===== src/rtl/crg_rst_seq.sv =====
// -----------------------------------------------------------------------------
// crg_rst_seq
// Reset / clock-enable sequencer for the clock-and-reset generator. A single
// controller serves NUM_CH derived channels. It waits for a debounced PLL
// lock, then releases the channel resets one after another in a fixed
// staggered order. Each channel gets a programmable clock-enable pulse. The
// channel-0 clock-mux select is switched only while channel 0 is held in
// reset. If the PLL loses lock, every channel reset is reasserted.
//
// Ports
//   clk_src      in   single clock, all logic on the rising edge
//   rst_n_sys    in   synchronous active-low reset
//   pll_locked   in   PLL lock indication, already synchronous to clk_src
//   div_ratio    in   NUM_CH*DIV_W; channel i ratio at [i*DIV_W +: DIV_W];
//                     0 or 1 means enable every cycle
//   mux_sel_req  in   requested channel-0 clock-mux select
//   mux_sel      out  registered select to the channel-0 clock mux
//   rst_n_ch     out  NUM_CH per-channel active-low resets
//   clk_ce       out  NUM_CH per-channel clock-enable pulses
//   seq_done     out  all channels released and no switch in progress
//   lock_lost    out  one-cycle pulse when lock drops after WAIT_LOCK
// -----------------------------------------------------------------------------
module crg_rst_seq #(
  parameter int NUM_CH      = 3,
  parameter int DIV_W       = 8,
  parameter int LOCK_CNT    = 16,
  parameter int STAGGER     = 8,
  parameter int SWITCH_HOLD = 4
) (
  input  logic                    clk_src,
  input  logic                    rst_n_sys,
  input  logic                    pll_locked,
  input  logic [NUM_CH*DIV_W-1:0] div_ratio,
  input  logic                    mux_sel_req,
  output logic                    mux_sel,
  output logic [NUM_CH-1:0]       rst_n_ch,
  output logic [NUM_CH-1:0]       clk_ce,
  output logic                    seq_done,
  output logic                    lock_lost
);

  // Each counter only has to reach its terminal value (PARAM-1).
  localparam int LCW = (LOCK_CNT    > 1) ? $clog2(LOCK_CNT)    : 1;
  localparam int SCW = (STAGGER     > 1) ? $clog2(STAGGER)     : 1;
  localparam int HCW = (SWITCH_HOLD > 1) ? $clog2(SWITCH_HOLD) : 1;

  localparam logic [LCW-1:0] LOCK_LAST = LCW'(LOCK_CNT - 1);
  localparam logic [SCW-1:0] STAG_LAST = SCW'(STAGGER - 1);
  localparam logic [HCW-1:0] HOLD_LAST = HCW'(SWITCH_HOLD - 1);

  localparam logic [2:0] S_WAIT_LOCK = 3'd0;
  localparam logic [2:0] S_RELEASE   = 3'd1;
  localparam logic [2:0] S_RUN       = 3'd2;
  localparam logic [2:0] S_SW_PRE    = 3'd3;
  localparam logic [2:0] S_SW_POST   = 3'd4;

  logic [2:0]        state_q,     state_d;
  logic [LCW-1:0]    lock_cnt_q,  lock_cnt_d;
  logic [SCW-1:0]    stag_cnt_q,  stag_cnt_d;
  logic [HCW-1:0]    hold_cnt_q,  hold_cnt_d;
  logic              mux_sel_q,   mux_sel_d;
  logic [NUM_CH-1:0] rst_n_ch_q,  rst_n_ch_d;
  logic [NUM_CH-1:0] clk_ce_q,    clk_ce_d;
  logic              seq_done_q,  seq_done_d;
  logic              lock_lost_q, lock_lost_d;
  logic [DIV_W-1:0]  div_cnt_q [NUM_CH];
  logic [DIV_W-1:0]  div_cnt_d [NUM_CH];
  logic [DIV_W-1:0]  ratio;

  // Sequencer FSM
  always_comb begin
    state_d     = state_q;
    lock_cnt_d  = lock_cnt_q;
    stag_cnt_d  = stag_cnt_q;
    hold_cnt_d  = hold_cnt_q;
    mux_sel_d   = mux_sel_q;
    rst_n_ch_d  = rst_n_ch_q;
    seq_done_d  = seq_done_q;
    lock_lost_d = 1'b0;

    if ((state_q != S_WAIT_LOCK) && !pll_locked) begin
      // Lock loss wins over everything, including a pending mux switch.
      // mux_sel keeps its value here and re-tracks the request in WAIT_LOCK.
      state_d     = S_WAIT_LOCK;
      lock_cnt_d  = '0;
      stag_cnt_d  = '0;
      hold_cnt_d  = '0;
      rst_n_ch_d  = '0;
      seq_done_d  = 1'b0;
      lock_lost_d = 1'b1;
    end else begin
      case (state_q)
        S_WAIT_LOCK: begin
          mux_sel_d = mux_sel_req;
          if (!pll_locked) begin
            lock_cnt_d = '0;
          end else if (lock_cnt_q == LOCK_LAST) begin
            lock_cnt_d = '0;
            stag_cnt_d = '0;
            rst_n_ch_d = NUM_CH'(1);
            if (NUM_CH == 1) begin
              state_d    = S_RUN;
              seq_done_d = 1'b1;
            end else begin
              state_d = S_RELEASE;
            end
          end else begin
            lock_cnt_d = lock_cnt_q + LCW'(1);
          end
        end

        S_RELEASE: begin
          if (stag_cnt_q == STAG_LAST) begin
            stag_cnt_d = '0;
            // Channels come out of reset in index order, so shifting a one
            // in from the bottom releases the next channel.
            rst_n_ch_d = (rst_n_ch_q << 1) | NUM_CH'(1);
            if (&rst_n_ch_d) begin
              state_d    = S_RUN;
              seq_done_d = 1'b1;
            end
          end else begin
            stag_cnt_d = stag_cnt_q + SCW'(1);
          end
        end

        S_RUN: begin
          if (mux_sel_req != mux_sel_q) begin
            state_d       = S_SW_PRE;
            hold_cnt_d    = '0;
            rst_n_ch_d[0] = 1'b0;
            seq_done_d    = 1'b0;
          end
        end

        S_SW_PRE: begin
          if (hold_cnt_q == HOLD_LAST) begin
            hold_cnt_d = '0;
            mux_sel_d  = ~mux_sel_q;
            state_d    = S_SW_POST;
          end else begin
            hold_cnt_d = hold_cnt_q + HCW'(1);
          end
        end

        S_SW_POST: begin
          if (hold_cnt_q == HOLD_LAST) begin
            hold_cnt_d    = '0;
            rst_n_ch_d[0] = 1'b1;
            seq_done_d    = 1'b1;
            state_d       = S_RUN;
          end else begin
            hold_cnt_d = hold_cnt_q + HCW'(1);
          end
        end

        default: begin
          state_d = S_WAIT_LOCK;
        end
      endcase
    end
  end

  // Per-channel dividers. A channel counts only while its reset is high both
  // now and after this edge, so clk_ce is low whenever rst_n_ch is low.
  always_comb begin
    ratio    = '0;
    clk_ce_d = '0;
    for (int i = 0; i < NUM_CH; i++) begin
      div_cnt_d[i] = '0;
      ratio        = div_ratio[i*DIV_W +: DIV_W];
      if (ratio == '0) begin
        ratio = DIV_W'(1);
      end
      if (rst_n_ch_q[i] && rst_n_ch_d[i]) begin
        // >= rather than == so a ratio cut below the running count wraps
        // on the very next edge.
        if (div_cnt_q[i] >= (ratio - DIV_W'(1))) begin
          clk_ce_d[i]  = 1'b1;
          div_cnt_d[i] = '0;
        end else begin
          div_cnt_d[i] = div_cnt_q[i] + DIV_W'(1);
        end
      end
    end
  end

  // Register stage
  always_ff @(posedge clk_src) begin
    if (!rst_n_sys) begin
      state_q     <= S_WAIT_LOCK;
      lock_cnt_q  <= '0;
      stag_cnt_q  <= '0;
      hold_cnt_q  <= '0;
      mux_sel_q   <= 1'b0;
      rst_n_ch_q  <= '0;
      clk_ce_q    <= '0;
      seq_done_q  <= 1'b0;
      lock_lost_q <= 1'b0;
      for (int i = 0; i < NUM_CH; i++) begin
        div_cnt_q[i] <= '0;
      end
    end else begin
      state_q     <= state_d;
      lock_cnt_q  <= lock_cnt_d;
      stag_cnt_q  <= stag_cnt_d;
      hold_cnt_q  <= hold_cnt_d;
      mux_sel_q   <= mux_sel_d;
      rst_n_ch_q  <= rst_n_ch_d;
      clk_ce_q    <= clk_ce_d;
      seq_done_q  <= seq_done_d;
      lock_lost_q <= lock_lost_d;
      for (int i = 0; i < NUM_CH; i++) begin
        div_cnt_q[i] <= div_cnt_d[i];
      end
    end
  end

  assign mux_sel   = mux_sel_q;
  assign rst_n_ch  = rst_n_ch_q;
  assign clk_ce    = clk_ce_q;
  assign seq_done  = seq_done_q;
  assign lock_lost = lock_lost_q;

endmodule


===== config.mk =====
export PLATFORM = sky130hd
export DESIGN_NAME = crg_rst_seq
export DESIGN_NICKNAME = d
export VERILOG_FILES = /design/src/rtl/crg_rst_seq.sv
export SDC_FILE = /design/constraint.sdc
export NUM_CORES = 1
export LEC_CHECK = 0
export ABC_AREA = 1
export BUFFER_PORTS_ARGS = -buffer_cell sky130_fd_sc_hd__buf_4
export CELL_PAD_IN_SITES_DETAIL_PLACEMENT = 1
export CELL_PAD_IN_SITES_GLOBAL_PLACEMENT = 2
export CORE_MARGIN = 2
export CORE_UTILIZATION = 31
export DETAILED_ROUTE_END_ITERATION = 7
export PLACE_DENSITY_LB_ADDON = 0.1
export SKIP_CTS_REPAIR_TIMING = 1
export SLEW_MARGIN = 20
export SYNTH_ARGS = -nofsm -noshare
export SYNTH_HDL_FRONTEND = slang
export SYNTH_SLANG_ARGS = --single-unit

===== constraint.sdc =====
create_clock -name clk_src -period 2.5 [get_ports clk_src]
set_input_delay 0.25 -clock clk_src [delete_from_list [all_inputs] [get_ports clk_src]]
set_output_delay 0.25 -clock clk_src [all_outputs]
set_load 0.02 [all_outputs]

=== Word level (Yosys, flattened, before mapping) ===
Memory sizes are Yosys's and may differ from the RTL's.
Index checks and enable logic that the tools add are counted.

* Memories: 1
* Flip-flop bits (word level): 21
* RAM bits: 24
* Word-level logic and storage cells: 120

* $lt $le $gt $ge: 3
* Bitwise logic cells: 6
* Eq/ne operators: 15
* Reduce and logical (&&, ||, !) cells: 25
* Add/subtract/negate cells: 9
* Multiplexer cells: 50

{| class="wikitable"
|+ Memory list
! memory !! words !! bits a word !! rd ports !! clocked after Yosys merged registers in !! write ports !! RTL line !! source
|-
| div_cnt_q || 3 || 8 || 3 || 0 || 3 || 66 || <nowiki>logic [DIV_W-1:0] div_cnt_q [NUM_CH];</nowiki>
|}

{| class="wikitable"
|+ Operator list
! cell !! count
|-
| 8-bit 2-to-1 mux || 12
|-
| 3-bit 2-to-1 mux || 14
|-
| 8-bit by 1-bit adder with 8-bit output (second input constant) || 3
|-
| 8-bit >= comparator || 3
|-
| 8-bit logical NOT || 3
|-
| 8-bit by 1-bit subtractor with 8-bit output (second input constant) || 3
|-
| 3-bit case mux with 5 select lines || 1
|-
| 2-bit inequality test (second input constant) || 7
|-
| 1-bit 2-to-1 mux || 13
|-
| 2-bit AND reduction || 5
|-
| 4-bit 2-to-1 mux || 2
|-
| 2-bit case mux with 2 select lines || 2
|-
| 7-bit AND reduction || 1
|-
| 3-bit by 2-bit == test with 1-bit output (second input constant) || 2
|-
| 3-bit == test (second input constant) || 2
|-
| 3-bit case mux with 2 select lines || 1
|-
| 3-bit AND reduction || 2
|-
| 2-bit nonzero test || 3
|-
| 3-bit nonzero test || 2
|-
| 5-bit AND reduction || 1
|-
| 4-bit by 1-bit adder with 4-bit output (second input constant) || 1
|-
| 4-bit == test (second input constant) || 1
|-
| 1-bit logical AND || 4
|-
| 2-bit 2-to-1 mux || 2
|-
| 13 further kinds || 18
|}

=== Longest topological paths before layout ===
* Word-level depth: 8
* Gate-level depth with buffers: 15
* Gate-level depth less buffers: 15

=== Least setup slack after synthesis ===
Ideal clock, no wire load.

* Path type: input to register
* Start point: in div_ratio[18]
* End point: reg clk_ce_q[2], in the netlist clk_ce[2]
* Stages on the path: 14
* Data required time: 2.382 ns
* Setup slack: 0.084 ns
* Setup time: 0.118 ns
* Arrival time: 2.298 ns
* Path through: inv_1 nand2_1 nor2_1 a21oi_1 ha_1 nand3_1 nor3_1 xnor2_1 ha_1 nand2_1 nor2_1 nand4_1 nand3_1 nor2b_2

* Cells in the longest elaborated chain, start to end: 5

{| class="wikitable"
|+ Ends and longest elaborated chain
! element !! RTL line !! source
|-
| start: declaration || 33 || <nowiki>input logic [NUM_CH*DIV_W-1:0] div_ratio,</nowiki>
|-
| 8-bit logical NOT || 172 || <nowiki>if (ratio == '0) begin</nowiki>
|-
| 8-bit 2-to-1 mux (*) || 172 ||
|-
| 8-bit by 1-bit subtractor with 8-bit output (*) || 178 || <nowiki>if (div_cnt_q[i] >= (ratio - DIV_W'(1))) begin</nowiki>
|-
| 8-bit >= comparator (*) || 178 ||
|-
| 1-bit 2-to-1 mux (*) || 178 ||
|-
| end signal: assignment || 210 || <nowiki>clk_ce_q <= clk_ce_d;</nowiki>
|-
| end: declaration || 63 || <nowiki>logic [NUM_CH-1:0] clk_ce_q, clk_ce_d;</nowiki>
|}

Every way passes the cells marked *; elsewhere a longest branch is shown, timed or not.
A chain may end at the register's enable or synchronous reset.

==> results.json <==
{
  "grt_setup_unrepaired": "no",
  "clkSlewWorstSetupHoldPaths_ns": 0.09,
  "final_instance_area_um2": 3772,
  "first_global_vias": 2772,
  "cell_internal_pwr_mw": 1.277,
  "die_h_um": 104.9,
  "postRouteAntennaNets": 0,
  "crit_path_required_time_ns": 2.69,
  "drive_above_1_share_pct": 21.57,
  "global_route.usage.total_pct": 13.90,
  "power.share.combinational_pct": 27.9,
  "final_core_util_pct": 38.42,
  "grt_max_degree": 14,
  "post_synth_inst_count": 409,
  "ys.warnings.count": 0,
  "num_vias": 2757,
  "grt_overflow_total": 0,
  "drcViolationCount": 0,
  "antenna_cells_inserted": 0,
  "timing.setup.critical_path_class": "in -> reg",
  "regToRegSetupSlack_ns": 0.87,
  "yosys_register_bits": 45,
  "global_route_wire_length_before_repair_um": 12850,
  "floorplan.io_pins": 37,
  "worst_reg2reg_path_length_in_cells": 7,
  "worstPathMaxFanout": 8,
  "port_buffers": 36,
  "cts_made_buffers": 5,
  "route.detailed.vias_per_inst": 4.657,
  "net_switching_share_of_the_total_power_pct": 33.19,
  "route.final.wire_length_um": 7277,
  "tritoncts_num_sinks": 45,
  "mappedNetlistNets": 471,
  "die_w_um": 104.9,
  "clock_skew_ns": 0.004917,
  "synthesis.area_per_instance_um2": 7.709,
  "clock_power_share_pct": 30.0,
  "timing.fmax_mhz": 455.1,
  "place_congestion": 0.7626,
  "critical_path.reg2reg.endpoint": "div_cnt_q[0][9]$_SDFF_PP0_",
  "syn_to_final_growth_pct": 19.64,
  "timing.rr.start": "stag_cnt_q[0]$_SDFFE_PP0P_",
  "power.ir.vdd_worst_mv": 0.2228,
  "hold_crit_depth": 2,
  "root_buffer": "sky130_fd_sc_hd__clkbuf_8",
  "hp_class": "in -> reg",
  "power.total_mw": 1.912,
  "drt_first_pass_iters": 4,
  "critPathArrivalTime_ns": 2.38,
  "hold_path_startpoint": "pll_locked",
  "detailedPlacementHpwl_um": 5932,
  "mappedNetlistArea_um2": 3153,
  "drt-initial-drc-count": 75,
  "power.switching_mw": 0.6346,
  "post_drt_wl_per_cell_um": 12.29,
  "worst_pin_slew_ns": 0.4570,
  "grt_antenna_before_repair": 0,
  "rows": 36,
  "fp.coreArea_um2": 9819,
  "period_needed_ns": 2.197,
  "report.final.hold_viol_count": 0,
  "p_per_area_nw_per_um2": 506.8,
  "cts_max_path_buffers": 2,
  "floorplan.initialDensity_pct": 32.11,
  "setup_viol_count_final": 0,
  "ys_seq_area_share_pct": 28.57,
  "totalNegativeSetupSlack_ns": 0,
  "dieArea_um2": 10990,
  "hold-path-endpoint": "lock_lost$_SDFF_PN0_",
  "slew-limit-headroom_pct": 69.30,
  "clock_insertion_delay_worst_skew_ns": 0.29,
  "maxCapViolations": 0,
  "tritoncts": "done",
  "fin_crit_sh_pct": 87.89,
  "layout.nets": 520,
  "post_synth_num_cell_types": 37,
  "pwr-share-seq_pct": 42.1,
  "maxSlewViolCount": 0,
  "cellLeakagePower_nw": 1.626,
  "crit_path_end_kind": "flop",
  "run_status": "complete, no violations",
  "postPlaceCellArea_um2": 3656,
  "crit_path_start_kind": "primary input",
  "cts.htree.levels": 2
}
## stage by stage
stage / hold slack [ns] / setup slack, ns / instances
global placement: 0.4380 / -0.03355 / 584
CTS: 0.1832 / 0.2641 / 592
detailed placement: 0.4478 / -0.04505 / 584
floorplan: 0.3717 / 0.08398 / 409
global route: 0.1862 / 0.07703 / 592
finish: 0.1915 / 0.3027 / 592
## state kept, by name, summed over array words and instances, names as in the netlist
name	cells
hold_cnt_q	2
mux_sel	1
lock_lost	1
clk_ce	3
state_q	3
lock_cnt_q	4
stag_cnt_q	3
seq_done	1
div_cnt_q	24
rst_n_ch	3
## worst max path at each step
stage,from,end,slack [ns],cells after the start
after floorplan,div_ratio[18],clk_ce[2]$_SDFF_PN0_,0.08,14
after global placement,div_ratio[15],div_cnt_q[0][8]$_SDFF_PP0_,-0.03,15
after detailed placement,div_ratio[15],div_cnt_q[0][9]$_SDFF_PP0_,-0.05,15
after CTS,div_ratio[15],div_cnt_q[0][11]$_SDFF_PP0_,0.26,15
after global routing,div_ratio[10],div_cnt_q[0][15]$_SDFF_PP0_,0.08,16
final,div_ratio[15],div_cnt_q[0][9]$_SDFF_PP0_,0.30,15
## layout make-up
type	count	area [um2]
clock inverter	1	30.03
multi-input combinational	307	2036
fill	1279	6047
inverter	54	202.7
clock buffer	7	86.33
timing repair buffer	45	350.3
sequential	45	900.9
tap	133	166.4
## cell families (layout without fill, tap and decap cells)
group,Yosys count,count (layout),synth area share (%)
AOI/OAI and AO/OA,44,44,7.937
buffers and inverters,57,107,6.865
DFF,45,45,28.57
xor gates and xnor gates,30,30,8.334
adders and majority gates,34,34,13.49
and+or+nand+nor,199,199,34.80
## layer usage
layer / track usage, % / wire [um]
met1: 19.33 / 3684
met2: 22.59 / 3406
met3: 2.558 / 143
met4: 2.571 / 43
met5: 0 / 0
## power groups by stage
stage          sequential (mW)  clock [mW]  combinational (mW)
6_report                 0.805       0.574               0.533
5_1_grt                  0.814       0.640               0.615
4_1_cts                  0.806       0.598               0.546
3_5_place_dp             0.823           0               0.544
3_3_place_gp             0.822           0               0.536
2_1_floorplan            0.828           0               0.360
## critical path, stage by stage
cell and delay [ns]:
sky130_fd_sc_hd__buf_4 0.11, sky130_fd_sc_hd__or2_2 0.28, sky130_fd_sc_hd__o21bai_1 0.14, sky130_fd_sc_hd__inv_1 0.11
sky130_fd_sc_hd__ha_1 0.21, sky130_fd_sc_hd__nand2_1 0.11, sky130_fd_sc_hd__nor3_1 0.07, sky130_fd_sc_hd__xnor2_1 0.12
sky130_fd_sc_hd__ha_1 0.27, sky130_fd_sc_hd__nand2_1 0.07, sky130_fd_sc_hd__nor2_1 0.16, sky130_fd_sc_hd__nand4_1 0.11
sky130_fd_sc_hd__nand3_1 0.17, sky130_fd_sc_hd__buf_12 0.16, sky130_fd_sc_hd__nor3_2 0.05
## placed cells by master (no fill, tap or decap), types with 7 or more instances in the layout
cell type                 count
sky130_fd_sc_hd__a21oi_1     24
sky130_fd_sc_hd__nor3_1      11
sky130_fd_sc_hd__dfxtp_1     45
sky130_fd_sc_hd__nor2_1      36
sky130_fd_sc_hd__inv_1       50
sky130_fd_sc_hd__xnor2_1     15
sky130_fd_sc_hd__o21ai_0      7
sky130_fd_sc_hd__nor3_2      24
sky130_fd_sc_hd__buf_4       44
sky130_fd_sc_hd__nand2_1     73
sky130_fd_sc_hd__nand3_1     22
sky130_fd_sc_hd__xor2_1      15
sky130_fd_sc_hd__ha_1        34
## cells in the mapped netlist, drive strengths merged
cell	instances	area, um2
a31oi	1	6.260
a21oi	24	120.1
nor3	35	295.3
a211oi	1	7.510
o31ai	2	15.01
a22oi	1	7.510
nor4	2	12.51
inv	54	202.7
nand4	6	37.54
xnor2	15	131.4
o21bai	1	7.510
nand3	27	182.7
o21a	3	22.52
o21ai	8	40.03
dfxtp	45	900.9
o211ai	2	15.01
xor2	15	131.4
or2	1	6.260
buf	2	10.01
nor2	40	178.9
ha	34	425.4
nand3b	5	37.54
nor2b	3	23.78
o2111ai	1	8.760
nand2	80	322.8
clkbuf	1	3.750
Note: power is estimated with default switching activity, not from simulation.
